--- src/rtl/fp8_align.sv ---
// fp8_align: exponent compare and serial (1 bit/clk) mantissa alignment for the FP8 add/sub path.
// Define FP8_ALIGN_STICKY_EN to build the sticky accumulator; otherwise out_sticky is tied to 0.
module fp8_align #(
    parameter int unsigned EXP_W  = 3,
    parameter int unsigned FRAC_W = 4
) (
    input  logic                    clk,
    input  logic                    rst,
    input  logic                    in_valid,
    output logic                    in_ready,
    input  logic [EXP_W+FRAC_W:0]   op_a,
    input  logic [EXP_W+FRAC_W:0]   op_b,
    input  logic                    mode,
    output logic                    out_valid,
    input  logic                    out_ready,
    output logic                    out_sign_a,
    output logic                    out_sign_b,
    output logic                    out_mode,
    output logic [EXP_W:0]          out_exp_diff,
    output logic [EXP_W-1:0]        out_exp_max,
    output logic [FRAC_W-1:0]       out_frac_a,
    output logic [FRAC_W-1:0]       out_frac_b,
    output logic [FRAC_W+1:0]       out_man_a,
    output logic [FRAC_W+1:0]       out_man_b,
    output logic                    out_sticky
);
    localparam int unsigned MAN_W  = FRAC_W + 2;
    localparam int unsigned DIFF_W = EXP_W + 1;
    localparam int unsigned CNT_W  = $clog2(MAN_W + 1);

    typedef enum logic [1:0] {
        IDLE  = 2'd0,
        SHIFT = 2'd1,
        DONE  = 2'd2
    } state_t;

    state_t            state, state_next;
    logic [CNT_W-1:0]  cnt, cnt_next;

    logic [EXP_W-1:0]  exp_a, exp_b;
    logic [DIFF_W-1:0] diff, diff_mag;
    logic [CNT_W-1:0]  n_init;
    logic              b_smaller;

    logic              valid_next, sign_a_next, sign_b_next, mode_next;
    logic [DIFF_W-1:0] exp_diff_next;
    logic [EXP_W-1:0]  exp_max_next;
    logic [FRAC_W-1:0] frac_a_next, frac_b_next;
    logic [MAN_W-1:0]  man_a_next, man_b_next;

`ifdef FP8_ALIGN_STICKY_EN
    logic sticky, sticky_next;
    assign out_sticky = sticky;
`else
    assign out_sticky = 1'b0;
`endif

    // Shift amount is taken from the raw exponents and saturates at the mantissa width.
    assign exp_a     = op_a[FRAC_W +: EXP_W];
    assign exp_b     = op_b[FRAC_W +: EXP_W];
    assign diff      = {1'b0, exp_a} - {1'b0, exp_b};
    assign diff_mag  = diff[EXP_W] ? (~diff + DIFF_W'(1)) : diff;
    assign n_init    = (32'(diff_mag) > MAN_W) ? CNT_W'(MAN_W) : CNT_W'(diff_mag);
    assign b_smaller = ~out_exp_diff[EXP_W];
    assign in_ready  = (state == IDLE) && !rst;

    always_comb begin
        state_next    = state;
        cnt_next      = cnt;
        valid_next    = out_valid;
        sign_a_next   = out_sign_a;
        sign_b_next   = out_sign_b;
        mode_next     = out_mode;
        exp_diff_next = out_exp_diff;
        exp_max_next  = out_exp_max;
        frac_a_next   = out_frac_a;
        frac_b_next   = out_frac_b;
        man_a_next    = out_man_a;
        man_b_next    = out_man_b;
`ifdef FP8_ALIGN_STICKY_EN
        sticky_next   = sticky;
`endif
        case (state)
            IDLE: begin
                if (in_valid && in_ready) begin
                    sign_a_next   = op_a[EXP_W+FRAC_W];
                    sign_b_next   = op_b[EXP_W+FRAC_W];
                    mode_next     = mode;
                    exp_diff_next = diff;
                    exp_max_next  = diff[EXP_W] ? exp_b : exp_a;
                    frac_a_next   = op_a[FRAC_W-1:0];
                    frac_b_next   = op_b[FRAC_W-1:0];
                    man_a_next    = {|exp_a, op_a[FRAC_W-1:0], 1'b0};
                    man_b_next    = {|exp_b, op_b[FRAC_W-1:0], 1'b0};
                    cnt_next      = n_init;
                    state_next    = (n_init != '0) ? SHIFT : DONE;
`ifdef FP8_ALIGN_STICKY_EN
                    sticky_next   = 1'b0;
`endif
                end
            end
            SHIFT: begin
                if (b_smaller) begin
                    man_b_next = {1'b0, out_man_b[MAN_W-1:1]};
                end else begin
                    man_a_next = {1'b0, out_man_a[MAN_W-1:1]};
                end
`ifdef FP8_ALIGN_STICKY_EN
                sticky_next = sticky | (b_smaller ? out_man_b[0] : out_man_a[0]);
`endif
                cnt_next = cnt - CNT_W'(1);
                if (cnt == CNT_W'(1)) begin
                    state_next = DONE;
                end
            end
            DONE: begin
                // out_valid rises one cycle after entering DONE and drops on the accepting edge.
                if (out_valid && out_ready) begin
                    valid_next = 1'b0;
                    state_next = IDLE;
                end else begin
                    valid_next = 1'b1;
                end
            end
            default: state_next = IDLE;
        endcase
    end

    always_ff @(posedge clk) begin
        if (rst) begin
            state        <= IDLE;
            cnt          <= '0;
            out_valid    <= 1'b0;
            out_sign_a   <= 1'b0;
            out_sign_b   <= 1'b0;
            out_mode     <= 1'b0;
            out_exp_diff <= '0;
            out_exp_max  <= '0;
            out_frac_a   <= '0;
            out_frac_b   <= '0;
            out_man_a    <= '0;
            out_man_b    <= '0;
`ifdef FP8_ALIGN_STICKY_EN
            sticky       <= 1'b0;
`endif
        end else begin
            state        <= state_next;
            cnt          <= cnt_next;
            out_valid    <= valid_next;
            out_sign_a   <= sign_a_next;
            out_sign_b   <= sign_b_next;
            out_mode     <= mode_next;
            out_exp_diff <= exp_diff_next;
            out_exp_max  <= exp_max_next;
            out_frac_a   <= frac_a_next;
            out_frac_b   <= frac_b_next;
            out_man_a    <= man_a_next;
            out_man_b    <= man_b_next;
`ifdef FP8_ALIGN_STICKY_EN
            sticky       <= sticky_next;
`endif
        end
    end
endmodule

--- config.mk ---
export PLATFORM = sky130hd
export DESIGN_NAME = fp8_align
export DESIGN_NICKNAME = d
export VERILOG_FILES = /design/src/rtl/fp8_align.sv
export SDC_FILE = /design/constraint.sdc
export NUM_CORES = 1
export LEC_CHECK = 0
export ABC_AREA = 1
export CORE_ASPECT_RATIO = 0.9
export CORE_UTILIZATION = 30
export DETAILED_ROUTE_END_ITERATION = 7
export GPL_TIMING_DRIVEN = 0
export HOLD_SLACK_MARGIN = 0.15
export PLACE_DENSITY = 0.61
export SLEW_MARGIN = 20
export SYNTH_ARGS = -nofsm -noshare
export SYNTH_HDL_FRONTEND = slang
export SYNTH_SLANG_ARGS = --single-unit
--- constraint.sdc ---
create_clock -name clk -period 1.7 [get_ports clk]
set_input_delay 0.17 -clock clk [delete_from_list [all_inputs] [get_ports clk]]
set_output_delay 0.17 -clock clk [all_outputs]
set_load 0.05 [all_outputs]
# Word-level counts from Yosys, hierarchy flattened
# Cells that the tools add are included.
# classes
n_addsub	3
magnitude_cmp	1
eq_ne	8
mux	17
bitwise	1
n_reduce_logical	14
# ops
op	n
$mux W6	4
$pmux W6 S2	2
$mux W3	3
$reduce_and A3 Y1	3
$mux W2	4
$ne A2 B2 Y1 const B	4
$pmux W2 S3	1
$pmux W3 S2	1
$reduce_or A3 Y1	2
$add A4 B1 Y4 const B	1
$gt A4 B3 Y1 const B	1
$mux W4	1
$not A4 Y4	1
$reduce_and A2 Y1	2
$sub A3 B3 Y4	1
$eq A3 B1 Y1 const B	1
$logic_and A1 B1 Y1	3
$reduce_bool A3 Y1	1
$sub A3 B1 Y3 const B	1
$eq A2 B1 Y1 const B	1
$eq A2 B2 Y1 const B	1
$logic_not A2 Y1	1
$ne A2 B1 Y1 const B	1
$reduce_bool A2 Y1	1
other kinds (2)	2
# word_totals
register_bits	36
in_bits	21
out_inout_bits	33

# Logic depth before layout (Yosys ltp)
# depth
word_depth	10
ltp_mapped	13
ltp_nobuf	13

# Worst setup path before layout
# No wires, ideal clock.
# synth_path
path_type	register to output
startpoint	reg state[0]
endpoint	out in_ready
t_arrival_ps	1458
path_slack_ps	72
stages_incl_launch_ff	2
path_buffers	0
path_cell_list	dfxtp_1 -> nor3_1
# synth_via
elab_chain_cells	2
# synth_rtl
element	line_no	rtl
start: declaration	37	state_t state, state_next;
start signal: assignment	147	state <= state_next;
$logic_not A2 Y1	65	assign in_ready = (state == IDLE) && !rst;
$logic_and A1 B1 Y1	65	
end: declaration	10	output logic in_ready,
# No other way between the ends.

# Worst setup path after layout
# layout_path
startpoint	reg out_man_a[4]
endpoint	out out_man_a[4]
# layout_rtl
element	line_no	rtl
start: declaration	23	output logic [FRAC_W+1:0] out_man_a,
start signal: assignment	157	out_man_a <= man_a_next;
# No word-level cell between the ends.

==> impl_metrics.json <==
{
  "pwr-share-seq": 0.344,
  "globalplace.congestion": 0.845,
  "antenna_found_initial": 0,
  "power.total_mw": 3.30,
  "wl_per_cell_microns": 12.1,
  "p_sw_mw": 1.44,
  "p_int_mw": 1.86,
  "hpwl_microns": 3230,
  "whs_ns": 0.175,
  "path_class": "flop to output pin",
  "worstPathArrival_ns": 1.48,
  "vias": 1720,
  "worstMarginPinSlew_ns": 0.537,
  "fin_util": 0.456,
  "slowest_stage": "clkdlybuf4s50_1",
  "skew_ns": 0.00267,
  "synth_area_per_cell_sq_um": 7.19,
  "drc": 0,
  "port_buffers": 51,
  "combinationalPowerShare": 0.465,
  "cts-root-buf": "clkbuf_8",
  "wirelength_microns": 4410,
  "cp-startpoint": "out_man_a[4]",
  "peakVddDrop_uv": 738,
  "cp-start-kind": "flop",
  "fp.coreArea_sq_um": 5350,
  "fin_nets": 324,
  "synth_nets": 262,
  "cts_buffers": 5,
  "crit_fanout": 3,
  "synth_ff_type": "dfxtp_1",
  "worstReg2RegStart": "state[0]",
  "drive_gt1_frac": 0.117,
  "cts_hold_buf": 0,
  "async_flop_share": 0,
  "first_pass_iters": 4,
  "clock_path_buffers": 2,
  "first_global_vias": 1508,
  "worst-path-buf-inv": 1,
  "path_cells": "clkdlybuf4s50_1",
  "final_cell_area_sq_um": 2440,
  "required_ns": 1.53,
  "grt_remaining_overflow": 0,
  "dieArea_sq_um": 5930,
  "io-pin-count": 54,
  "synth_cell_types": 28,
  "rows": 25,
  "cap_violations": 0,
  "numClockSinks": 36,
  "finalMaxSlewViolations": 0,
  "grt_use_total": 0.153,
  "yosys_register_bits": 36,
  "cts.clk_slew.worst_paths_ns": 0.07,
  "cpPeakStageDelay_ns": 0.81,
  "synth_top_area_cell": "dfxtp_1",
  "clk_latency_ns": 0.29,
  "switching_share": 0.436,
  "initial_core_util": 0.316,
  "synth_most_common_cell": "nand2_1",
  "dieHeight_microns": 73.2,
  "leakagePower_nw": 1.09,
  "yosysTopAreaCellShare": 0.427,
  "htree_num_levels": 2,
  "max_slew_margin": 0.642,
  "areaGrowthSynthToFinish_pct": 44.3,
  "netlist_instances": 235,
  "seq_area_frac_synth": 0.427,
  "min_from": "rst",
  "drt-initial-drc-count": 66,
  "grt_max_degree": 12,
  "netlist_top_cells_area": "dfxtp_1, nand2_1, nand3_1",
  "placed_area_sq_um": 2280,
  "fill_cells": 550,
  "status": "completed",
  "hold_class": "input pin to flop",
  "grt_pass1_wl_microns": 6810,
  "synth_commonest_cells": "nand2_1, dfxtp_1, inv_1",
  "cts_tree": "built",
  "regToRegSetupSlack_ns": 0.34,
  "max_freq_mhz": 608,
  "ys_warn_count": 0,
  "fin_crit_sh": 0.968,
  "finalSetupViolCount": 0,
  "finalCriticalPeriod_ns": 1.65,
  "powerDensity_nw_per_um2": 1350,
  "finalHoldViolCount": 0,
  "setup_tns_ns": 0,
  "synth_edf_count": 0,
  "antenna_left": 0,
  "crit_path_end_kind": "output pin",
  "synth_area_sq_um": 1690,
  "crit_family": "buffers and inverters",
  "die_x_microns": 81.1,
  "diodes": 0,
  "vias_per_cell": 4.71,
  "clockPowerShare": 0.192
}
[cell families after synthesis]
kind of cell,Yosys count,share of synthesized area
AND/OR/NAND/NOR,111,0.283
AO/OA/AOI/OAI,46,0.150
flip-flops,36,0.427
buffers and inverters,35,0.0896
adder cells (fa/ha/maj),6,0.0489
other,1,0.00222
[final cells by class]
cell class | count | area, sq um | area share
Clock buffer | 7 | 86.3 | 0.0354
Timing Repair Buffer | 55 | 538 | 0.221
Tap cell | 67 | 83.8 | 0.0344
Inverter | 24 | 90.1 | 0.0370
Sequential cell | 36 | 721 | 0.296
Buffer | 11 | 61.3 | 0.0252
Clock inverter | 1 | 7.51 | 0.00308
Multi-Input combinational cell | 164 | 850 | 0.349
[sequential cells by signal, summed over array words and instances, names as in the netlist]
signal / count
cnt: 3
out_exp_diff: 4
out_exp_max: 3
out_frac_a: 4
out_frac_b: 4
out_man_a: 6
out_man_b: 6
out_mode: 1
out_sign_a: 1
out_sign_b: 1
out_valid: 1
state: 2
[worst reg2reg max path: cells and delay by family, from the launching register on]
family                 cells  cell delay, ns
DFF                        1            0.37
buffers and inverters      2            0.33
and+or+nand+nor            2            0.31
AOI/OAI and AO/OA          2            0.29
[per-stage QoR]
step	instances	setup WS, ns
after floorplan	235	0.0716
after global placement	353	-0.488
after detailed placement	353	-0.527
after CTS	361	0.0157
after global routing	365	-0.0267
final	365	0.0547
[repair_timing]
action	4_1_cts	5_1_grt
buffers inserted	0	4
setup endpoints to repair	6	5
gates resized for setup	8	8
pin swaps	1	5
[cell usage in the layout, fill, tap and decap left out, drive strengths merged]
cell,instances
nand2,77
buf,13
ha,5
dlygate4sd2,4
a21oi,12
a31oi,9
a41oi,1
fa,1
o31ai,2
o211ai,1
nor2,10
clkbuf,9
clkdlybuf4s15,1
dlymetal6s2s,1
nor3,1
inv,24
nand3,22
clkinvlp,1
dfxtp,36
conb,1
nand4,1
clkdlybuf4s50,45
o21ai,21
[worst paths after layout]
kind,endpoint,cells past startpoint
setup reg to reg,out_man_b[5],6
hold reg to reg,out_sign_b,2
hold / removal,out_man_b[0],2
setup / recovery,out_man_a[4],1
[routing by layer]
metal  GRT usage  routed length [microns]
met1       0.186                     2010
met2       0.252                     2030
met3      0.0425                      303
met4      0.0655                       70
met5           0                        0
[power by group through the flow]
stage | sequential (mW) | clock [mW] | combinational (mW)
floorplan | 1.61 | 0 | 0.576
global placement | 1.15 | 0 | 1.50
detailed placement | 1.16 | 0 | 1.51
CTS | 1.14 | 0.660 | 1.51
global route | 1.16 | 0.682 | 1.66
finish | 1.13 | 0.633 | 1.53
Note: power is estimated with default switching activity, not from simulation.
